File: src/rtl/mem_access_stage_pkg.sv
// Shared types and constants for the memory-access stage.
// Latency: n/a (definitions only).
// Backpressure: n/a.
package mem_access_stage_pkg;

    localparam int WORD_W     = 32;
    localparam int DMEM_DEPTH = 1024;

    // Stage control states
    typedef enum logic [1:0] {
        IDLE   = 2'd0,
        ACCESS = 2'd1,
        RESP   = 2'd2
    } state_e;

    // Operation class of a latched request
    typedef enum logic [1:0] {
        OP_PASS  = 2'd0,
        OP_LOAD  = 2'd1,
        OP_STORE = 2'd2
    } op_e;

    // True when a word address falls inside a memory of 'depth' words
    function automatic logic addr_in_range(input logic [WORD_W-1:0] addr, input int depth);
        return addr < WORD_W'(depth);
    endfunction

endpackage

File: src/rtl/mem_access_stage_if.sv
// Request, data-memory and writeback signal bundle for the memory-access stage.
// Latency: n/a (wiring only).
// Backpressure: req_ready / wb_ready valid-ready pairs carried here.
interface mem_access_if #(
    parameter int TAGW = 6
);
    import mem_access_stage_pkg::*;

    // Execute -> stage request
    logic              req_valid;
    logic              req_ready;
    logic              req_write;
    logic              req_read;
    logic [WORD_W-1:0] req_addr;
    logic [WORD_W-1:0] req_data;
    logic [TAGW-1:0]   req_tag;
    logic              req_regwrite;

    // Stage <-> data memory
    logic              mem_write;
    logic              mem_read;
    logic [WORD_W-1:0] mem_daddress;
    logic [WORD_W-1:0] mem_din;
    logic [WORD_W-1:0] mem_dout;

    // Stage -> writeback result
    logic              wb_valid;
    logic              wb_ready;
    logic [WORD_W-1:0] wb_data;
    logic [TAGW-1:0]   wb_tag;
    logic              wb_regwrite;
    logic              wb_err;

    // Environment side: execute, data memory and writeback
    modport master (
        output req_valid, req_write, req_read, req_addr, req_data, req_tag, req_regwrite,
        input  req_ready,
        input  mem_write, mem_read, mem_daddress, mem_din,
        output mem_dout,
        input  wb_valid, wb_data, wb_tag, wb_regwrite, wb_err,
        output wb_ready
    );

    // Stage side
    modport slave (
        input  req_valid, req_write, req_read, req_addr, req_data, req_tag, req_regwrite,
        output req_ready,
        output mem_write, mem_read, mem_daddress, mem_din,
        input  mem_dout,
        output wb_valid, wb_data, wb_tag, wb_regwrite, wb_err,
        input  wb_ready
    );

endinterface

File: src/rtl/mem_access_stage.sv
// Memory-access stage: issues one-cycle data-memory strobes and returns one registered result per request.
// Latency: result valid on the second posedge after accept; one op per 2 cycles back-to-back.
// Backpressure: result held stable while wb_ready is low; req_ready only in IDLE or when RESP is draining.
module mem_access_stage
    import mem_access_stage_pkg::*;
#(
    parameter int DEPTH = DMEM_DEPTH,
    parameter int TAGW  = 6
) (
    input  logic         clock,
    input  logic         reset,
    mem_access_if.slave  bus
);

    state_e            state_q, state_d;
    op_e               op_q, op_d;
    logic              err_q, err_d;
    logic [TAGW-1:0]   tag_q, tag_d;
    logic              regwrite_q, regwrite_d;

    logic              mem_write_q, mem_write_d;
    logic              mem_read_q, mem_read_d;
    logic [WORD_W-1:0] mem_daddress_q, mem_daddress_d;
    logic [WORD_W-1:0] mem_din_q, mem_din_d;

    logic              wb_valid_q, wb_valid_d;
    logic [WORD_W-1:0] wb_data_q, wb_data_d;
    logic [TAGW-1:0]   wb_tag_q, wb_tag_d;
    logic              wb_regwrite_q, wb_regwrite_d;
    logic              wb_err_q, wb_err_d;

    logic              req_ready;
    logic              accept;
    logic              in_range;
    logic              mem_op;

    // Same acceptance rule whether idle or handing off the previous result
    assign req_ready = (state_q == IDLE) | ((state_q == RESP) & bus.wb_ready);
    assign accept    = bus.req_valid & req_ready;
    assign in_range  = addr_in_range(bus.req_addr, DEPTH);
    assign mem_op    = bus.req_read | bus.req_write;

    // Next-state and next-output computation; strobes default low so they last one cycle
    always_comb begin
        state_d        = state_q;
        op_d           = op_q;
        err_d          = err_q;
        tag_d          = tag_q;
        regwrite_d     = regwrite_q;
        mem_write_d    = 1'b0;
        mem_read_d     = 1'b0;
        mem_daddress_d = mem_daddress_q;
        mem_din_d      = mem_din_q;
        wb_valid_d     = wb_valid_q;
        wb_data_d      = wb_data_q;
        wb_tag_d       = wb_tag_q;
        wb_regwrite_d  = wb_regwrite_q;
        wb_err_d       = wb_err_q;

        case (state_q)
            IDLE: begin
                state_d = IDLE;
            end
            ACCESS: begin
                // Memory output registered on the intervening negedge is valid now
                case (op_q)
                    OP_LOAD: wb_data_d = err_q ? '0 : bus.mem_dout;
                    OP_PASS: wb_data_d = mem_din_q;
                    default: wb_data_d = '0;
                endcase
                wb_valid_d    = 1'b1;
                wb_err_d      = err_q;
                wb_tag_d      = tag_q;
                wb_regwrite_d = regwrite_q & (op_q != OP_STORE) & ~err_q;
                state_d       = RESP;
            end
            RESP: begin
                if (bus.wb_ready) begin
                    wb_valid_d = 1'b0;
                    state_d    = IDLE;
                end
            end
            default: begin
                state_d = IDLE;
            end
        endcase

        // Accept overrides the RESP exit so a new op can start on the hand-off edge
        if (accept) begin
            tag_d          = bus.req_tag;
            regwrite_d     = bus.req_regwrite;
            mem_daddress_d = bus.req_addr;
            mem_din_d      = bus.req_data;
            err_d          = mem_op & ~in_range;
            if (bus.req_write) begin
                op_d = OP_STORE;
            end else if (bus.req_read) begin
                op_d = OP_LOAD;
            end else begin
                op_d = OP_PASS;
            end
            // Out-of-range addresses never reach the memory
            mem_write_d = bus.req_write & in_range;
            mem_read_d  = ~bus.req_write & bus.req_read & in_range;
            state_d     = ACCESS;
        end
    end

    // State and output registers with synchronous reset
    always_ff @(posedge clock) begin
        if (reset) begin
            state_q        <= IDLE;
            op_q           <= OP_PASS;
            err_q          <= 1'b0;
            tag_q          <= '0;
            regwrite_q     <= 1'b0;
            mem_write_q    <= 1'b0;
            mem_read_q     <= 1'b0;
            mem_daddress_q <= '0;
            mem_din_q      <= '0;
            wb_valid_q     <= 1'b0;
            wb_data_q      <= '0;
            wb_tag_q       <= '0;
            wb_regwrite_q  <= 1'b0;
            wb_err_q       <= 1'b0;
        end else begin
            state_q        <= state_d;
            op_q           <= op_d;
            err_q          <= err_d;
            tag_q          <= tag_d;
            regwrite_q     <= regwrite_d;
            mem_write_q    <= mem_write_d;
            mem_read_q     <= mem_read_d;
            mem_daddress_q <= mem_daddress_d;
            mem_din_q      <= mem_din_d;
            wb_valid_q     <= wb_valid_d;
            wb_data_q      <= wb_data_d;
            wb_tag_q       <= wb_tag_d;
            wb_regwrite_q  <= wb_regwrite_d;
            wb_err_q       <= wb_err_d;
        end
    end

    assign bus.req_ready    = req_ready;
    assign bus.mem_write    = mem_write_q;
    assign bus.mem_read     = mem_read_q;
    assign bus.mem_daddress = mem_daddress_q;
    assign bus.mem_din      = mem_din_q;
    assign bus.wb_valid     = wb_valid_q;
    assign bus.wb_data      = wb_data_q;
    assign bus.wb_tag       = wb_tag_q;
    assign bus.wb_regwrite  = wb_regwrite_q;
    assign bus.wb_err       = wb_err_q;

endmodule

File: src/flat_wrapper.sv
// flat-port wrapper written by rule: the top's interface ports become plain ports
module mem_access_stage_flat import mem_access_stage_pkg::*;
#(
    parameter int DEPTH = DMEM_DEPTH,
    parameter int TAGW  = 6
)
  (clock, reset, bus_req_valid, bus_req_write, bus_req_read, bus_req_addr, bus_req_data, bus_req_tag, bus_req_regwrite, bus_req_ready, bus_mem_write, bus_mem_read, bus_mem_daddress, bus_mem_din, bus_mem_dout, bus_wb_valid, bus_wb_data, bus_wb_tag, bus_wb_regwrite, bus_wb_err, bus_wb_ready);
  mem_access_if #(.TAGW(TAGW)) bus_i ();
  input  logic clock;
  input  logic reset;
  input wire logic [$bits(bus_i.req_valid)-1:0] bus_req_valid;
  input wire logic [$bits(bus_i.req_write)-1:0] bus_req_write;
  input wire logic [$bits(bus_i.req_read)-1:0] bus_req_read;
  input wire logic [$bits(bus_i.req_addr)-1:0] bus_req_addr;
  input wire logic [$bits(bus_i.req_data)-1:0] bus_req_data;
  input wire logic [$bits(bus_i.req_tag)-1:0] bus_req_tag;
  input wire logic [$bits(bus_i.req_regwrite)-1:0] bus_req_regwrite;
  output wire logic [$bits(bus_i.req_ready)-1:0] bus_req_ready;
  output wire logic [$bits(bus_i.mem_write)-1:0] bus_mem_write;
  output wire logic [$bits(bus_i.mem_read)-1:0] bus_mem_read;
  output wire logic [$bits(bus_i.mem_daddress)-1:0] bus_mem_daddress;
  output wire logic [$bits(bus_i.mem_din)-1:0] bus_mem_din;
  input wire logic [$bits(bus_i.mem_dout)-1:0] bus_mem_dout;
  output wire logic [$bits(bus_i.wb_valid)-1:0] bus_wb_valid;
  output wire logic [$bits(bus_i.wb_data)-1:0] bus_wb_data;
  output wire logic [$bits(bus_i.wb_tag)-1:0] bus_wb_tag;
  output wire logic [$bits(bus_i.wb_regwrite)-1:0] bus_wb_regwrite;
  output wire logic [$bits(bus_i.wb_err)-1:0] bus_wb_err;
  input wire logic [$bits(bus_i.wb_ready)-1:0] bus_wb_ready;
  assign bus_i.req_valid = bus_req_valid;
  assign bus_i.req_write = bus_req_write;
  assign bus_i.req_read = bus_req_read;
  assign bus_i.req_addr = bus_req_addr;
  assign bus_i.req_data = bus_req_data;
  assign bus_i.req_tag = bus_req_tag;
  assign bus_i.req_regwrite = bus_req_regwrite;
  assign bus_req_ready = bus_i.req_ready;
  assign bus_mem_write = bus_i.mem_write;
  assign bus_mem_read = bus_i.mem_read;
  assign bus_mem_daddress = bus_i.mem_daddress;
  assign bus_mem_din = bus_i.mem_din;
  assign bus_i.mem_dout = bus_mem_dout;
  assign bus_wb_valid = bus_i.wb_valid;
  assign bus_wb_data = bus_i.wb_data;
  assign bus_wb_tag = bus_i.wb_tag;
  assign bus_wb_regwrite = bus_i.wb_regwrite;
  assign bus_wb_err = bus_i.wb_err;
  assign bus_i.wb_ready = bus_wb_ready;
  mem_access_stage #(.DEPTH(DEPTH), .TAGW(TAGW)) u_core (.clock(clock), .reset(reset), .bus(bus_i));
endmodule
File: config.mk
export PLATFORM = sky130hd
export DESIGN_NAME = mem_access_stage_flat
export DESIGN_NICKNAME = d
export VERILOG_FILES = /design/src/rtl/mem_access_stage_pkg.sv /design/src/rtl/mem_access_stage_if.sv /design/src/rtl/mem_access_stage.sv /design/src/flat_wrapper.sv
export SDC_FILE = /design/constraint.sdc
export NUM_CORES = 1
export LEC_CHECK = 0
export ABC_AREA = 1
export CORE_UTILIZATION = 43
export DETAILED_ROUTE_END_ITERATION = 6
export PLACE_DENSITY = 0.92
export SETUP_SLACK_MARGIN = 0.15
export SLEW_MARGIN = 20
export SYNTH_ARGS = -nofsm -noshare
export SYNTH_HDL_FRONTEND = slang
export SYNTH_SLANG_ARGS = --single-unit
File: constraint.sdc
create_clock -name clock -period 2 [get_ports clock]
set_input_delay 0.3 -clock clock [delete_from_list [all_inputs] [get_ports clock]]
set_output_delay 0.3 -clock clock [all_outputs]
set_load 0.005 [all_outputs]
# [Word level (Yosys, flattened, before mapping)]
# Index checks and enable logic that the tools add are counted.
[totals] register_bits=119
[classes] n_lt_le_gt_ge=1 eq_ne=6 mux=9 n_bitwise=14 n_reduce_logical=6
[op_table] operator="32-bit case mux with 2 select lines" n=1
[op_table] operator="32-bit by 11-bit less-than comparator with 1-bit output, second input constant" n=1
[op_table] operator="32-bit two-way mux" n=1
[op_table] operator="1-bit bitwise AND" n=8
[op_table] operator="2-bit by 1-bit == test with 1-bit output, second input constant" n=2
[op_table] operator="2-bit zero test" n=2
[op_table] operator="2-bit two-way mux" n=2
[op_table] operator="2-bit inequality test, second input constant" n=2
[op_table] operator="1-bit NOT" n=4
[op_table] operator="2-bit case mux with 2 select lines" n=1
[op_table] operator="2-bit OR reduction" n=2
[op_table] operator="1-bit two-way mux" n=3
[op_table] operator="3-bit by 2-bit inequality test with 1-bit output, second input constant" n=1
[op_table] operator="2-bit == test, second input constant" n=1
[op_table] operator="1-bit bitwise OR" n=2
[op_table] operator="1-bit case mux with 2 select lines" n=1
[op_table] operator="2-bit AND reduction" n=1
[op_table] operator="2-bit nonzero test" n=1

# [Depth between registers and ports, before layout]
[depth] ltp_word=6 depth_mapped=8 ltp_nobuf=7

# [Worst setup path before layout]
# Ideal clock, no wire load.
[synth_timing] path_type="input to register" startpoint="in reset" endpoint="reg u_core.mem_daddress_q[0], in the netlist u_core.bus.mem_daddress[0]" arrival_ns=1.096 slack_ns=0.846 path_stages=8 path_buffers=3 cell_sequence="buf_2 > inv_2 > nand4_1 > inv_2 > buf_6 > buf_6 > nand2_1 > nand2_1"
[synth_lines] item="start: declaration" line_no="flat_wrapper.sv:10" source="input logic reset;"
[synth_lines] item="end signal: assignment" line_no="mem_access_stage.sv:134" source="mem_daddress_q <= mem_daddress_d;"
[synth_lines] item="end: declaration" line_no="mem_access_stage.sv:23" source="logic [WORD_W-1:0] mem_daddress_q, mem_daddress_d;"

# [Worst setup path in the final report]
[layout_timing] startpoint="reg u_core.mem_din_q[27], in the netlist u_core.bus.mem_din[27]" endpoint="out bus_mem_din[27]"
[layout_lines] item="start: declaration" line_no="mem_access_stage.sv:24" source="logic [WORD_W-1:0] mem_din_q, mem_din_d;"
[layout_lines] item="start signal: assignment" line_no="mem_access_stage.sv:135" source="mem_din_q <= mem_din_d;"
[layout_lines] item="end: declaration" line_no="flat_wrapper.sv:22" source="output wire logic [$bits(bus_i.mem_din)-1:0] bus_mem_din;"
# No word-level cell between the ends.

==> key figures <==
Synthesis
  • Most frequent cell after synthesis: nand2_1
  • Area leader, netlist: dfxtp_1
  • Synth unique cells: 18
  • Most frequent cells after synthesis: nand2_1, dfxtp_1, a21oi_1
  • Synth Flop Type: dfxtp_1
  • EDFF count, synth: 0
  • FF+latch count, synth: approximately 120
  • Ys async rst share: 0
  • Top post-synthesis cells by area: dfxtp_1, nand2_1, a21oi_1
  • Sequential-to-total area share from yosys stat: 0.549
  • Synth warn: 0
  • Mean Syn Cell Area: approximately 7.5 um2
  • Synth Instances: about 580
  • Syn Nets: roughly 690
  • Top cell type's share of synthesized area: 0.549
  • Post-Synthesis Cell Area: roughly 4300 um2

Run status
  • Outcome: finished clean

Timing
  • Worst-margin pin slew: ~480 ps
  • Hold Vio Cnt, Final: 0
  • Setup TNS: 0 ps
  • Unrepaired setup endpoints after global routing: false
  • Crit path time final: between 1500 and 2000 ps
  • Rel. slew slack: 0.681
  • Final Skew: approximately 11 ps
  • Fmax: approximately 0.57 GHz
  • # setup viols final: 0
  • Period utilization: 0.875
  • Final Max Tran Viols: 0
  • Fin Hold WS: 329 ps

Global route
  • Grt total ovfl: 0
  • Largest net degree at the start of global routing: 48
  • GRT Total Usage: 0.274
  • Initial antenna violation count: 0
  • Vias in the first global route: between 4000 and 5000
  • First-pass GRT wire length: 21700 um

Hold path
  • Worst hold path class: in -> reg
  • Hold Path End: u_core.bus.mem_din[1]$_SDFFE_PP0P_
  • Worst hold path stage count: 3
  • Worst min-delay path startpoint: bus_req_data[1]

Critical path
  • Startpoint types: register
  • Required time worst endpoint: ~1700 ps
  • CP delay by family, top: buffers and inverters
  • CP max stage delay: between 500 and 600 ps
  • Critical path arrival: ~1500 ps
  • Crit Path Max Fanout: 3
  • R2R Setup Slk: approximately 540 ps
  • Reg-to-reg startpoint: u_core.state_q[1]$_SDFFE_PP0P_
  • Crit path cell chain: clkdlybuf4s50_1
  • CP bufs+invs: 1
  • Reg2reg end: u_core.bus.mem_daddress[13]$_SDFFE_PP0P_
  • Worst R2R Path Depth: 7
  • Crit path kind: reg -> out
  • Setup crit end kind: output pin
  • Slowest CP cell: clkdlybuf4s50_1

Power
  • Peak supply drop: 0.458 mV
  • P_leak: roughly 0.0031 uW
  • Net Sw Power: about 1500 uW
  • Combinational power share: 0.134
  • Sw frac: 0.224
  • PD cells: roughly 920 nW/um2
  • Reg power frac: 0.396
  • Clock power frac: 0.471
  • Internal Power: between 5000 and 6000 uW
  • Design Power: 6650 uW

Route
  • Via count: around 4700
  • Remaining antenna violation count: 0
  • TritonRoute pass-1 iters: 7
  • Initial DRC Count: about 170
  • Final WL: around 14000 um
  • # DRC: 0
  • Wire length per cell: 15.0 um
  • Routed vias/inst: 4.97

Place
  • DP Area: 6580 um2
  • Port Buffers: ~220
  • Dpl hpwl: slightly below 10000 um
  • Gpl congestion: between 0.7 and 0.8

Layout
  • Area delta synth->final: 65.7%
  • Diodes inserted: 0
  • Layout cell share with drive strength beyond 1: 0.0623
  • Nets: roughly 900
  • Cell area after layout: between 7000 and 8000 um2

Clocking
  • H-tree depth: 4
  • Clk_lat worst skew: just over 500 ps
  • Clock sinks: about 120
  • Worst-path clk slew: about 60 ps
  • Total CTS buffers: 17
  • Clock Path Buffers: 2
  • CTS tree: built
  • Clk root buf: clkbuf_8

Die
  • Initial Util: 0.444
  • CORE AREA: approximately 9800 um2
  • Num rows: 36
  • Die Footprint: around 10000 um2
  • Die Span Y: a little over 100 um
  • Die width: slightly above 100 um
  • # IOs: ~220

Flow run
  • Max-cap violation count: 0
==> worst max-delay path by stage <==
stage / start / endpoint / slack, ps / depth (start not counted)
finish: u_core.bus.mem_din[27]$_SDFFE_PP0P_ / bus_mem_din[27] / 250 / 1
global route: u_core.bus.mem_din[27]$_SDFFE_PP0P_ / bus_mem_din[27] / 190 / 1
CTS: u_core.bus.mem_din[27]$_SDFFE_PP0P_ / bus_mem_din[27] / 240 / 1
detailed placement: bus_wb_ready / bus_req_ready / 140 / 4
global placement: bus_wb_ready / bus_req_ready / 140 / 4
floorplan: reset / u_core.bus.mem_daddress[0]$_SDFFE_PP0P_ / 850 / 8
==> power groups by stage <==
stage	logic (uW)	clock network (uW)	registers [uW]
floorplan	287	0	2670
global placement	858	0	2670
detailed placement	881	0	2670
CTS	891	3160	2630
global route	967	3280	2650
finish	889	3130	2630
==> timing repair <==
item,4_1_cts,5_1_grt
endpoints found under the setup margin,1,0
buffers inserted,0,0
hold buffers,0,0
resized for setup,2,0
==> flip-flops by register name, indices dropped and copies added (netlist names) <==
signal and flops:
u_core.tag_q 6, u_core.bus.wb_err 1, u_core.bus.wb_data 32, u_core.bus.mem_read 1, u_core.bus.wb_valid 1, u_core.bus.mem_write 1
u_core.bus.mem_daddress 32, u_core.bus.wb_regwrite 1, u_core.bus.mem_din 32, u_core.op_q 2, u_core.state_q 2, u_core.err_q 1
u_core.bus.wb_tag 6, u_core.regwrite_q 1
==> layout make-up <==
type,count,area (um2)
clock buffers,22,463
inverters,11,41.3
flip-flops and latches,119,2380
fillers,725,2580
multi-input cells,414,1720
clock inverters,9,148
well taps,133,166
repair buffers,227,2270
==> through the flow <==
stage / std cells / worst slack (ps) / util
after floorplan: 576 / 846 / -
after global placement: 904 / 142 / 0.673
after detailed placement: 904 / 137 / 0.673
after CTS: 935 / 238 / 0.736
after global routing: 935 / 192 / 0.736
final: 935 / 251 / 0.736
==> layout by cell type (no fill, tap or decap), types with 2 or more instances in the layout <==
cell / n
a21oi_1: 63
buf_12: 2
buf_4: 9
bufinv_16: 4
clkbuf_1: 2
clkbuf_16: 16
clkbuf_8: 4
clkdlybuf4s50_1: 215
clkinv_2: 4
dfxtp_1: 119
inv_1: 5
inv_2: 6
nand2_1: 267
nand3_1: 9
nor2_1: 30
nor2_2: 2
o21ai_0: 37
==> cells by family after synthesis <==
kind of cell,Yosys count,share of synthesized area
AO/OA/AOI/OAI,103,0.120
buffers and inverters,43,0.0554
flip-flops,119,0.549
AND/OR/NAND/NOR,311,0.276
==> metal layers <==
metal | global-route usage | routed length (um)
met1 | 0.301 | 5570
met2 | 0.464 | 6900
met3 | 0.0828 | 1120
met4 | 0.167 | 462
met5 | 0 | 0
(Power assumes the default switching activity.)
==> patch 1 (same flow settings) <==
Re-encode `op_e` (3 values) as one-hot, 3 bits wide.
--- a/src/rtl/mem_access_stage_pkg.sv
+++ b/src/rtl/mem_access_stage_pkg.sv
@@ -15,8 +15,8 @@
 
     // Operation class of a latched request
-    typedef enum logic [1:0] {
-        OP_PASS  = 2'd0,
-        OP_LOAD  = 2'd1,
-        OP_STORE = 2'd2
+    typedef enum logic [2:0] {
+        OP_PASS  = 3'b001,
+        OP_LOAD  = 3'b010,
+        OP_STORE = 3'b100
     } op_e;
 
Check against the original RTL: no difference found for any inputs over 10 cycles, from zero or initial values and one cycle with reset high; not proved beyond that.
==> patch 1 against the unedited design <==
  * Fmax rose by 1.1%
  * Cell area up 4.2%
  * Synthesized cell count grew 16%
  * Largest cell class unchanged
  * Area after synthesis rose by 9.3%
  * Via count rose by 4.2%
  * Critical path type unchanged
  * Highest routed layer unchanged
  * Sequential cell count is 1 higher
  * Total power is 3.7% lower
  * Setup slack gained 19 ps
  * Clock power fell by 12%
  * Combinational power increased by 11%
  * Largest power group unchanged
  * Wire length decreased by 1.5%
  * Sequential share of layout area shrank 1.1 points
==> patch 1: results (changes against the unedited design) <==
* WL/cell at 13.4 um (-11%)
* Sequential area share after synthesis at 50.6% (-4.3 points)
* Hold_sp: bus_req_addr[6]
* Fin nets at 990 (+10%)
* WP data arrival at 1430 ps (-20 ps)
* Most frequent cells after synthesis: nand2_1 (285), dfxtp_1 (120), nor2_1 (92), nand3_1 (70), inv_1 (38)
* Hold Path Sink: u_core.bus.mem_daddress[6]$_SDFFE_PP0P_
* Asr flop ratio synth at 0% (unchanged)
* Post-placement cell area at 6940 um^2 (+5.4%)
* DRT iter0 DRCs at 387 (+130%)
* Minimum clock period at 1730 ps (-18.5 ps)
* Critical Path Start: u_core.bus.mem_din[3]$_SDFFE_PP0P_
* Placer Congestion at 0.791 (+3.2%)
* CTS max path bufs at 2 (unchanged)
* Filler instances at 846 (+17%)
* Place WS at 41.1 ps (-95.4 ps)
* Syn Nets at 780 (+14%)
* Status: completed
* Vias in the first global route at 4567 (-1.4%)
* Cells taking the most area after synthesis: dfxtp_1 (51%), nand2_1 (23%), nand3_1 (7.4%), nor2_1 (7.3%), inv_1 (3.0%)
* LEAKAGE at 3.36 nW (+9.0%)
* Clk_skew at 7.24 ps (-3.48 ps)
* Layout cells sized above 1 at 6.26% (+0.030 points)
* First-pass GRT wire length at 21900 um (+0.99%)
* Relative slew slack at 51.6% (-16 points)
* Worst hold slack at 335 ps (+6.14 ps)
* Finished Layout Cells at 1030 (+10%)
* Maximum vdd ir drop at 503 uV (+9.8%)
* Largest net degree at the start of global routing at 73 (+52%)
* Post-DP HPWL at 9590 um (-0.25%)
* Reg clk slew, reported paths at 60 ps (about the same)
* Synth Area in Compound Gates at 2.00% (-10 points)
* Worst R2R End: u_core.bus.mem_daddress[10]$_SDFFE_PP0P_
* TritonRoute pass-1 iters at 5 (-2)
* Post-DR vias/cell at 4.70 (-5.4%)
* Worst r2r path cells at 6 (-1)
## patch 1: cell types whose count changed in the layout (fill, tap and decap cells not counted), sizes merged, moves of 4 or more
| cell | unedited run | this run |
|---|---|---|
| a21oi | 64 | 5 |
| bufinv | 4 | 0 |
| clkinvlp | 1 | 7 |
| inv | 11 | 49 |
| nand2 | 267 | 286 |
| nand3 | 9 | 70 |
| nor2 | 32 | 93 |
| o21ai | 37 | 11 |
## patch 1: logic make-up (layout without fill, tap and decap cells)
logic type             after synthesis  count (layout)
and+or+nand+nor                    452             452
AOI/OAI and AO/OA                   18              18
DFF                                120             120
buffers and inverters               81             304
## patch 1: report_power, final
group | switching, mW | internal (mW)
sequential | 0.103 | 2.56
clock | 1.13 | 1.63
combinational | 0.426 | 0.561
## patch 1: metal layers
metal	part of all wire (%)	vias up	wire length (um)	GRT usage (%)
met3	8.2	14	1130	7.96
met4	1.1	0	159	6.65
li1	-	2481	-	-
met1	41	2172	5680	28.3
met5	0	-	0	0
met2	50	178	6870	43.4
## patch 1: worst max-delay path by stage
stage / endpoint / cells after the start
after floorplan: u_core.tag_q[5]$_SDFFE_PP0P_ / 7
after global placement: u_core.bus.mem_daddress[10]$_SDFFE_PP0P_ / 8
after detailed placement: u_core.tag_q[3]$_SDFFE_PP0P_ / 8
after CTS: bus_mem_din[3] / 1
after global routing: bus_mem_din[3] / 1
final: bus_mem_din[3] / 1
## patch 1: layout make-up
class	count	area (um^2)	area share, %
clock buffers	20	455	6.08
multi-input cells	470	1940	25.8
repair buffers	226	2260	30.2
inverters	46	178	2.37
clock inverters	12	92.6	1.24
flip-flops and latches	120	2400	32.1
well taps	136	170	2.27
## patch 1: repair_timing
item	4_1_cts	5_1_grt
setup endpoints to repair	1	0
hold buffers	0	0
resized for setup	3	0
buffers inserted	1	0
==> patch 2 (same settings) <==
Without the edit above. The package constant `WORD_W` goes from 32 to 16.
--- a/src/rtl/mem_access_stage_pkg.sv
+++ b/src/rtl/mem_access_stage_pkg.sv
@@ -4,5 +4,5 @@
 package mem_access_stage_pkg;
 
-    localparam int WORD_W     = 32;
+    localparam int WORD_W     = 16;
     localparam int DMEM_DEPTH = 1024;
 
Ports: changed (6 resized); port bits go from 217 to 121. The function was not compared with the original's and may differ.
==> patch 2 against the unedited design <==
  * Clock skew down 2.6 ps
  * Utilization down 4.4 points
  * Wire length down 47%
  * Sequential share of layout area up 1.4 points
  * Sequential cell count down 48
  * Sequential power down 40%
  * Synthesized cell count down 41%
  * Non-clock buffer count down 99
  * Setup slack better by 210 ps
  * Cell area down 43%
  * Area after synthesis down 39%
  * Total power down 50%
  * Critical path type unchanged
  * Largest cell class unchanged
  * Largest power group is now sequential cells
  * Highest routed layer unchanged
==> patch 2: results (changes against the unedited design) <==
* Status: completed
* Layout cells sized above 1 at 6.87% (+0.63 points)
* DR vias at 2739 (-41%)
* Syn Nets at 403 (-41%)
* Clock latency on the worst-skew pair at 330 ps (-180 ps)
* Hold_sp: u_core.tag_q[5]$_SDFFE_PP0P_
* Critical Path Start: u_core.bus.mem_din[10]$_SDFFE_PP0P_
* Filler instances at 520 (-28%)
* Cells taking the most area after synthesis: dfxtp_1 (53%), nand2_1 (16%), nand3_1 (8.4%), a21oi_1 (6.0%), o21ai_0 (4.1%)
* Largest net degree at the start of global routing at 43 (-10%)
* LEAKAGE at 1.74 nW (-44%)
* Most frequent cells after synthesis: nand2_1 (111), dfxtp_1 (71), nand3_1 (45), a21oi_1 (32)
* Vias in the first global route at 2477 (-47%)
* WL/cell at 13.8 um (-8.0%)
* Sequential area share after synthesis at 53.3% (-1.6 points)
* First-pass GRT wire length at 11300 um (-48%)
* Maximum vdd ir drop at 489 uV (+6.8%)
* Fin nets at 522 (-42%)
* Relative slew slack at 58.2% (-9.8 points)
* Reg2reg start: u_core.state_q[0]$_SDFFE_PP0P_
* TritonRoute pass-1 iters at 5 (-2)
* Gates resized, CTS repair at 0 (-2)
* DRT iter0 DRCs at 135 (-20%)
* Placer Congestion at 0.785 (+2.5%)
* Type of the worst min-delay path: reg -> reg
* Num CTS Buffers at 9 (-8)
* P_int at 2.50 mW (-51%)
* Gr usage total at 23.1% (-4.3 points)
* IO buf count at 120 (-44%)
* Synth unique cells at 21 (+3)
* Clk_skew at 8.16 ps (-2.56 ps)
==> patch 2: kinds of logic after synthesis <==
logic type,after synthesis,share of synthesized area (%)
AND/OR/NAND/NOR,184,29.6
flip-flops,71,53.3
AO/OA/AOI/OAI,56,10.7
buffers and inverters,31,6.38
==> patch 2: routing by layer <==
layer	track usage, %	part of all wire (%)
met4	8.93	1.1
met2	40.7	51
met1	26.7	41
met5	0	0
met3	5.96	7.0
==> patch 2: final timing paths <==
kind,end,slack [ps],depth (start not counted)
max,bus_mem_din[10],460,1
min reg2reg,u_core.tag_q[5]$_SDFFE_PP0P_,460,2
min,u_core.tag_q[5]$_SDFFE_PP0P_,460,2
max reg2reg,u_core.bus.wb_data[8]$_SDFFE_PP0P_,630,4
==> patch 2: layout make-up <==
| cell class | count | area (um^2) | area share (%) |
|---|---|---|---|
| flip-flops and latches | 71 | 1420 | 34.5 |
| repair buffers | 128 | 1280 | 31.0 |
| multi-input cells | 240 | 1080 | 26.1 |
| clock buffers | 10 | 128 | 3.10 |
| well taps | 75 | 93.8 | 2.28 |
| clock inverters | 6 | 85.1 | 2.06 |
| inverters | 11 | 41.3 | 1.00 |
==> patch 2: per-stage QoR <==
| step | cells | cell area (um^2) | util, % | setup slack, ps |
|---|---|---|---|---|
| final | 541 | 4120 | 69.2 | 464 |
| after global routing | 541 | 4120 | 69.2 | 410 |
| after CTS | 540 | 4110 | 69.0 | 180 |
| after detailed placement | 524 | 3900 | 65.5 | 190 |
| after global placement | 524 | 3900 | 65.5 | 200 |
| after floorplan | 342 | 2670 | - | 948 |
==> patch 2: power groups by stage <==
stage	sequential (mW)	combinational [mW]	clock, mW
final	1.57	0.516	1.21
after global routing	1.58	0.564	1.31
after CTS	1.57	0.517	1.25
after detailed placement	1.60	0.514	0
after global placement	1.59	0.501	0
after floorplan	1.60	0.191	0
